==> src/rtl/square_wave_meas.sv <==
// Square-wave period / high-time meter: counts clk cycles between rising edges and
// from rise to fall, strobing o_valid per completed wave cycle. Optional macro SQW_MEAS_SYNC_EN.
module square_wave_meas (
    input  logic        i_clk,
    input  logic        i_reset_n,
    input  logic        i_clear,
    input  logic        i_wave_in,
    output logic [15:0] o_period,
    output logic [15:0] o_high_time,
    output logic        o_valid,
    output logic        o_locked,
    output logic        o_timeout
);

    typedef enum logic [1:0] {
        ST_IDLE = 2'd0,
        ST_HIGH = 2'd1,
        ST_LOW  = 2'd2
    } state_t;

    state_t      r_state;
    logic        r_in_q;
    logic        r_prev_q;
    logic [15:0] r_cnt;
    logic [15:0] r_hi_cnt;
    logic [15:0] r_period;
    logic [15:0] r_high_time;
    logic        r_valid;
    logic        r_locked;
    logic        r_timeout;

    logic        w_wave_src;
    logic        w_rise;
    logic        w_fall;
    logic        w_edge;
    logic        w_cnt_sat;

`ifdef SQW_MEAS_SYNC_EN
    // Two-flop synchronizer for sources not related to i_clk.
    logic r_sync_0;
    logic r_sync_1;

    always_ff @(posedge i_clk or negedge i_reset_n) begin
        if (!i_reset_n) begin
            r_sync_0 <= 1'b0;
            r_sync_1 <= 1'b0;
        end else begin
            r_sync_0 <= i_wave_in;
            r_sync_1 <= r_sync_0;
        end
    end

    assign w_wave_src = r_sync_1;
`else
    assign w_wave_src = i_wave_in;
`endif

    always_ff @(posedge i_clk or negedge i_reset_n) begin
        if (!i_reset_n) begin
            r_in_q   <= 1'b0;
            r_prev_q <= 1'b0;
        end else begin
            r_in_q   <= w_wave_src;
            r_prev_q <= r_in_q;
        end
    end

    assign w_rise    = r_in_q & ~r_prev_q;
    assign w_fall    = ~r_in_q & r_prev_q;
    assign w_edge    = w_rise | w_fall;
    assign w_cnt_sat = (r_cnt == 16'hFFFF);

    // Free-running phase counter: restarts at 1 on every rise, sticks at all-ones.
    always_ff @(posedge i_clk or negedge i_reset_n) begin
        if (!i_reset_n) begin
            r_cnt <= 16'd0;
        end else if (w_rise) begin
            r_cnt <= 16'd1;
        end else if (!w_cnt_sat) begin
            r_cnt <= r_cnt + 16'd1;
        end
    end

    always_ff @(posedge i_clk or negedge i_reset_n) begin
        if (!i_reset_n) begin
            r_state     <= ST_IDLE;
            r_hi_cnt    <= 16'd0;
            r_period    <= 16'd0;
            r_high_time <= 16'd0;
            r_valid     <= 1'b0;
            r_locked    <= 1'b0;
            r_timeout   <= 1'b0;
        end else begin
            r_valid <= 1'b0;
            if (i_clear) begin
                // A rise coinciding with clear is deliberately dropped.
                r_state   <= ST_IDLE;
                r_locked  <= 1'b0;
                r_timeout <= 1'b0;
            end else begin
                case (r_state)
                    ST_IDLE: begin
                        if (w_rise) begin
                            r_state <= ST_HIGH;
                        end
                    end
                    ST_HIGH: begin
                        if (w_fall) begin
                            r_hi_cnt <= r_cnt;
                            r_state  <= ST_LOW;
                        end else if (w_cnt_sat && !w_edge) begin
                            r_state   <= ST_IDLE;
                            r_timeout <= 1'b1;
                            r_locked  <= 1'b0;
                        end
                    end
                    ST_LOW: begin
                        if (w_rise) begin
                            r_period    <= r_cnt;
                            r_high_time <= r_hi_cnt;
                            r_valid     <= 1'b1;
                            r_locked    <= 1'b1;
                            r_timeout   <= 1'b0;
                            r_state     <= ST_HIGH;
                        end else if (w_cnt_sat && !w_edge) begin
                            r_state   <= ST_IDLE;
                            r_timeout <= 1'b1;
                            r_locked  <= 1'b0;
                        end
                    end
                    default: begin
                        r_state <= ST_IDLE;
                    end
                endcase
            end
        end
    end

    assign o_period    = r_period;
    assign o_high_time = r_high_time;
    assign o_valid     = r_valid;
    assign o_locked    = r_locked;
    assign o_timeout   = r_timeout;

endmodule

==> config.mk <==
export PLATFORM = sky130hd
export DESIGN_NAME = square_wave_meas
export DESIGN_NICKNAME = d
export VERILOG_FILES = /design/src/rtl/square_wave_meas.sv
export SDC_FILE = /design/constraint.sdc
export NUM_CORES = 1
export LEC_CHECK = 0
export BUFFER_PORTS_ARGS = -buffer_cell sky130_fd_sc_hd__buf_2
export CORE_MARGIN = 1.5
export CORE_UTILIZATION = 55
export DETAILED_ROUTE_END_ITERATION = 8
export HOLD_SLACK_MARGIN = 0.02
export PLACE_DENSITY = 0.77
export RECOVER_POWER = 25
export SLEW_MARGIN = 20
export SYNTH_ARGS = -nofsm -noshare
export SYNTH_HDL_FRONTEND = slang
export SYNTH_SLANG_ARGS = --single-unit
==> constraint.sdc <==
create_clock -name i_clk -period 5.4 [get_ports i_clk]
set_input_delay 1.35 -clock i_clk [delete_from_list [all_inputs] [get_ports i_clk]]
set_output_delay 1.35 -clock i_clk [all_outputs]
set_load 0.01 [all_outputs]
Yosys cells after proc, flatten, opt, wreduce, memory -nomap -nowiden
Index checks and enable logic that the tools add are counted.
{"block": "classes", "n_addsub": 1, "eq_ne": 6, "n_mux": 21, "n_bitwise": 6, "reduce_logical": 7}
{"cell": "16-bit 2-to-1 mux", "n": 2}
{"cell": "16-bit by 1-bit adder with 16-bit output (second input constant)", "n": 1}
{"cell": "16-bit equality test (second input constant)", "n": 1}
{"cell": "1-bit 2-to-1 mux", "n": 11}
{"cell": "2-bit 2-to-1 mux", "n": 5}
{"cell": "3-bit != test (second input constant)", "n": 2}
{"cell": "2-bit one-hot mux with 3 select lines", "n": 1}
{"cell": "3-bit AND reduction", "n": 2}
{"cell": "1-bit one-hot mux with 2 select lines", "n": 2}
{"cell": "1-bit NOT", "n": 3}
{"cell": "3-bit nonzero test", "n": 1}
{"cell": "1-bit bitwise AND", "n": 2}
{"cell": "2-bit by 1-bit equality test with 1-bit output (second input constant)", "n": 1}
{"cell": "2-bit equality test (second input constant)", "n": 1}
{"cell": "2-bit zero test", "n": 1}
{"cell": "2-bit != test (second input constant)", "n": 1}
{"cell": "2-bit AND reduction", "n": 1}
{"cell": "1-bit logical AND", "n": 1}
{"cell": "1-bit zero test", "n": 1}
{"cell": "1-bit OR", "n": 1}
{"block": "word_totals", "regBits": 71, "in_bits": 4, "output_inout_bits": 35, "wordCells": 51}

Depth between registers and ports, before layout
{"block": "logic_depth", "depth_word": 9, "mapped_depth": 8, "depth_no_buf": 6}

Worst setup path after synthesis
No wires, ideal clock.
{"block": "synth_path", "path_kind": "input to register", "startpoint": "in i_clear", "endpoint": "reg r_hi_cnt[10]", "setup_time_ns": 0.125, "arrival_time_ns": 2.482, "required_time_ns": 5.275, "setup_slack_ns": 2.793, "path_stages": 4, "n_path_buf": 2, "cell_sequence": "nor4bb_1 > clkbuf_1 > buf_2 > mux2_2"}
{"block": "synth_via", "elab_chain_cells": 2}
{"element": "start: declaration", "line": "6", "rtl": "input logic i_clear,"}
{"element": "1-bit NOT (no source line)"}
{"element": "3-bit AND reduction (no source line)"}
{"element": "end signal: assignment", "line": "109", "rtl": "r_hi_cnt <= r_cnt;"}
{"element": "end: declaration", "line": "25", "rtl": "logic [15:0] r_hi_cnt;"}
No other way between the ends.
A chain may end at the register's enable or synchronous reset.

==> impl_metrics.yaml <==
outcome:
  outcome: "finished, violations left"
  violations: "capacitance limit, slew limit"
sta:
  fin_crit_sh: 0.6153
  slew_headroom: -0.7524
  final.setup.tns_ps: 0
  setup_violations: 0
  hold_ws_ps: 417.8
  fin_skew_ps: 8.581
  slew_violations: 52
  hold_viol_final: 0
  setup_slack_ps: 2077
  rsz0062_at_grt: "no"
  fmax_mhz: 301.0
  min_period_ps: 3323
  worstMarginPinSlew_ps: 2629
layout:
  area_growth_pct: 14.94
  antennaDiodeCount: 0
  drive_gt1_frac: 0.4030
  fin_util: 0.6626
  fin_nets: 272
  fin_area_mm2: 0.003427
  final_cells: 338
routing:
  drt_iter0_markers: 116
  routedWlPerCell_um: 15.63
  wirelength_mm: 5.282
  vias_per_cell: 5.814
  num_vias: 1965
  postRouteAntennaNets: 0
  drc: 0
  drt_pass1_iterations: 4
setup_path:
  critPathLaunchType: "input port"
  crit_chain: "clkbuf_1"
  critPathSlowestCell: "clkbuf_1"
  critPathMaxFanout: 51
  cp.arrival_ps: 3210
  rr_worst_depth: 6
  r2r-start: "r_prev_q"
  end_kind: "async pin"
  crit_required_ps: 5290
  r2r-end: "o_period[8]"
  slowest_delay_ps: 1830
  path_class: "input port to async pin"
  r2r_setup_slack_ps: 2500
  cpLargestDelayFamily: "buffers and inverters"
  worst-path-buf-inv: 1
placed_design:
  dp_hpwl_mm: 3.465
  place.gp.congestion: 0.8235
  dp.cells: 323
  post-place-ws_ps: 2306
  placed_area_mm2: 0.003253
  port_buffers: 38
grt:
  grt_pass1_vias: 1920
  grt_pass1_wl_mm: 8.956
  track_usage: 0.1969
  grt_max_degree: 52
  gr-total-overflow: 0
  antenna_found_initial: 0
logic_synthesis:
  synth-edff-count: 0
  netlist_instances: 222
  synth-seq-cells: 71
  synthArstFlopShare: 1.000
  yosysWarnings: 0
  netlist_area_mm2: 0.002982
  synth_ff_type: "dfrtp_1"
  synth_nets: 229
  ys_types: 39
  postSynthAreaPerCell_um2: 13.43
  ys_seq_area_frac: 0.5959
clock_network:
  clk-insertion-delay-late_ps: 340
  ctsResizeCount: 0
  cts-buffers-inserted: 9
  cts_tree: "yes"
  clk_pin_slew_worst_paths_ps: 70
  cts_sinks: 71
  htreeDepth: 3
  cts-root-buf: "clkbuf_8"
  hold_buffers: 0
  clock_path_buffers: 2
  cts_setup_buffers: 0
floorplanning:
  die_h_um: 76.63
  die_w_um: 76.63
  row_count: 26
  num_io_pins: 39
  die-area_mm2: 0.005872
  initial_core_util: 0.5764
  core_mm2: 0.005172
pwr:
  power.density_mw_per_mm2: 307.0
  p_leak_nw: 1.740
  total_power_mw: 1.052
  vdd_ir_drop_max_mv: 0.1728
hold_path:
  min_from: "r_in_q"
  min_to: "r_prev_q"
  hold-path-cell-count: 0
  hp-class: "flop to flop"
flow_run:
  maxCapViolCount: 1
[placed cells by master (no fill, tap or decap), drive strengths merged, types with 2 or more instances in the layout]
cell type / synthesis / layout
dfrtp: 71 / 71
mux2: 50 / 50
buf: 6 / 40
clkbuf: 3 / 14
nand2: 8 / 8
nor2: 8 / 8
a21oi: 8 / 8
nand3: 7 / 7
inv: 5 / 5
nand4: 5 / 5
o21ai: 5 / 5
or4: 5 / 5
or3: 5 / 5
nor4: 4 / 4
o31ai: 4 / 4
ha: 3 / 3
nor3: 3 / 3
o41ai: 2 / 2
and3: 2 / 2
xor2: 2 / 2
nor2b: 2 / 2
and4: 2 / 2
[cell families after synthesis]
logic type	Yosys count	share of synthesized area
flops	71	0.5959
simple gates	55	0.1158
mux	51	0.1922
compound gates	26	0.05708
buf+inv	14	0.02056
fa+ha+maj	3	0.01259
xor+xnor	2	0.005876
[area by class of cell]
class	count	area [µm²]
inverter	5	18.77
fill	392	1745
timing repair buffer	41	215.2
clock inverter	1	5.005
multi-input combinational	137	1165
clock buffer	13	158.9
sequential	71	1777
tap	70	87.58
[where the power goes]
group | total (mW) | leakage [nW] | switching [mW] | internal (mW)
registers | 0.607 | 0.975 | 0.0430 | 0.564
clock network | 0.364 | 0.0854 | 0.178 | 0.186
logic | 0.0811 | 0.679 | 0.0456 | 0.0355
[Yosys cell counts (3+ instances only)]
master | count | area (µm²)
a21oi_1 | 8 | 40.04
buf_2 | 6 | 30.03
dfrtp_1 | 71 | 1777
ha_1 | 3 | 37.54
inv_1 | 5 | 18.77
mux2_2 | 50 | 563.0
nand2_1 | 8 | 30.03
nand3_1 | 6 | 30.03
nand4_1 | 5 | 31.28
nor2_1 | 8 | 30.03
nor4_1 | 4 | 25.02
o21ai_0 | 5 | 25.02
o31ai_1 | 4 | 30.03
or3_1 | 4 | 25.02
or4_1 | 5 | 37.54
[sequential cells by signal, summed over array words and instances (netlist names)]
| name | cells |
|---|---|
| r_in_q | 1 |
| o_locked | 1 |
| o_period | 16 |
| r_prev_q | 1 |
| o_timeout | 1 |
| o_high_time | 16 |
| r_cnt | 16 |
| o_valid | 1 |
| r_hi_cnt | 16 |
| r_state | 2 |
[worst max-delay path by stage]
stage | from | endpoint | slack [ps] | depth (start not counted)
2_1_floorplan | i_clear | r_hi_cnt[10] | 2790 | 4
4_1_cts | r_prev_q | o_period[8] | 2450 | 6
6_report | i_reset_n | r_cnt[9] | 2080 | 1
3_5_place_dp | i_clear | r_hi_cnt[14] | 2310 | 3
3_3_place_gp | i_clear | r_hi_cnt[11] | 2380 | 3
5_1_grt | i_reset_n | r_cnt[1] | 1460 | 1
[layer usage]
metal / vias up / track usage / share of wire
li1: 910 / - / -
met1: 988 / 0.2437 / 0.45
met2: 53 / 0.3143 / 0.48
met3: 14 / 0.03593 / 0.044
met4: 0 / 0.1352 / 0.031
met5: - / 0 / 0
(Power assumes the default switching activity.)
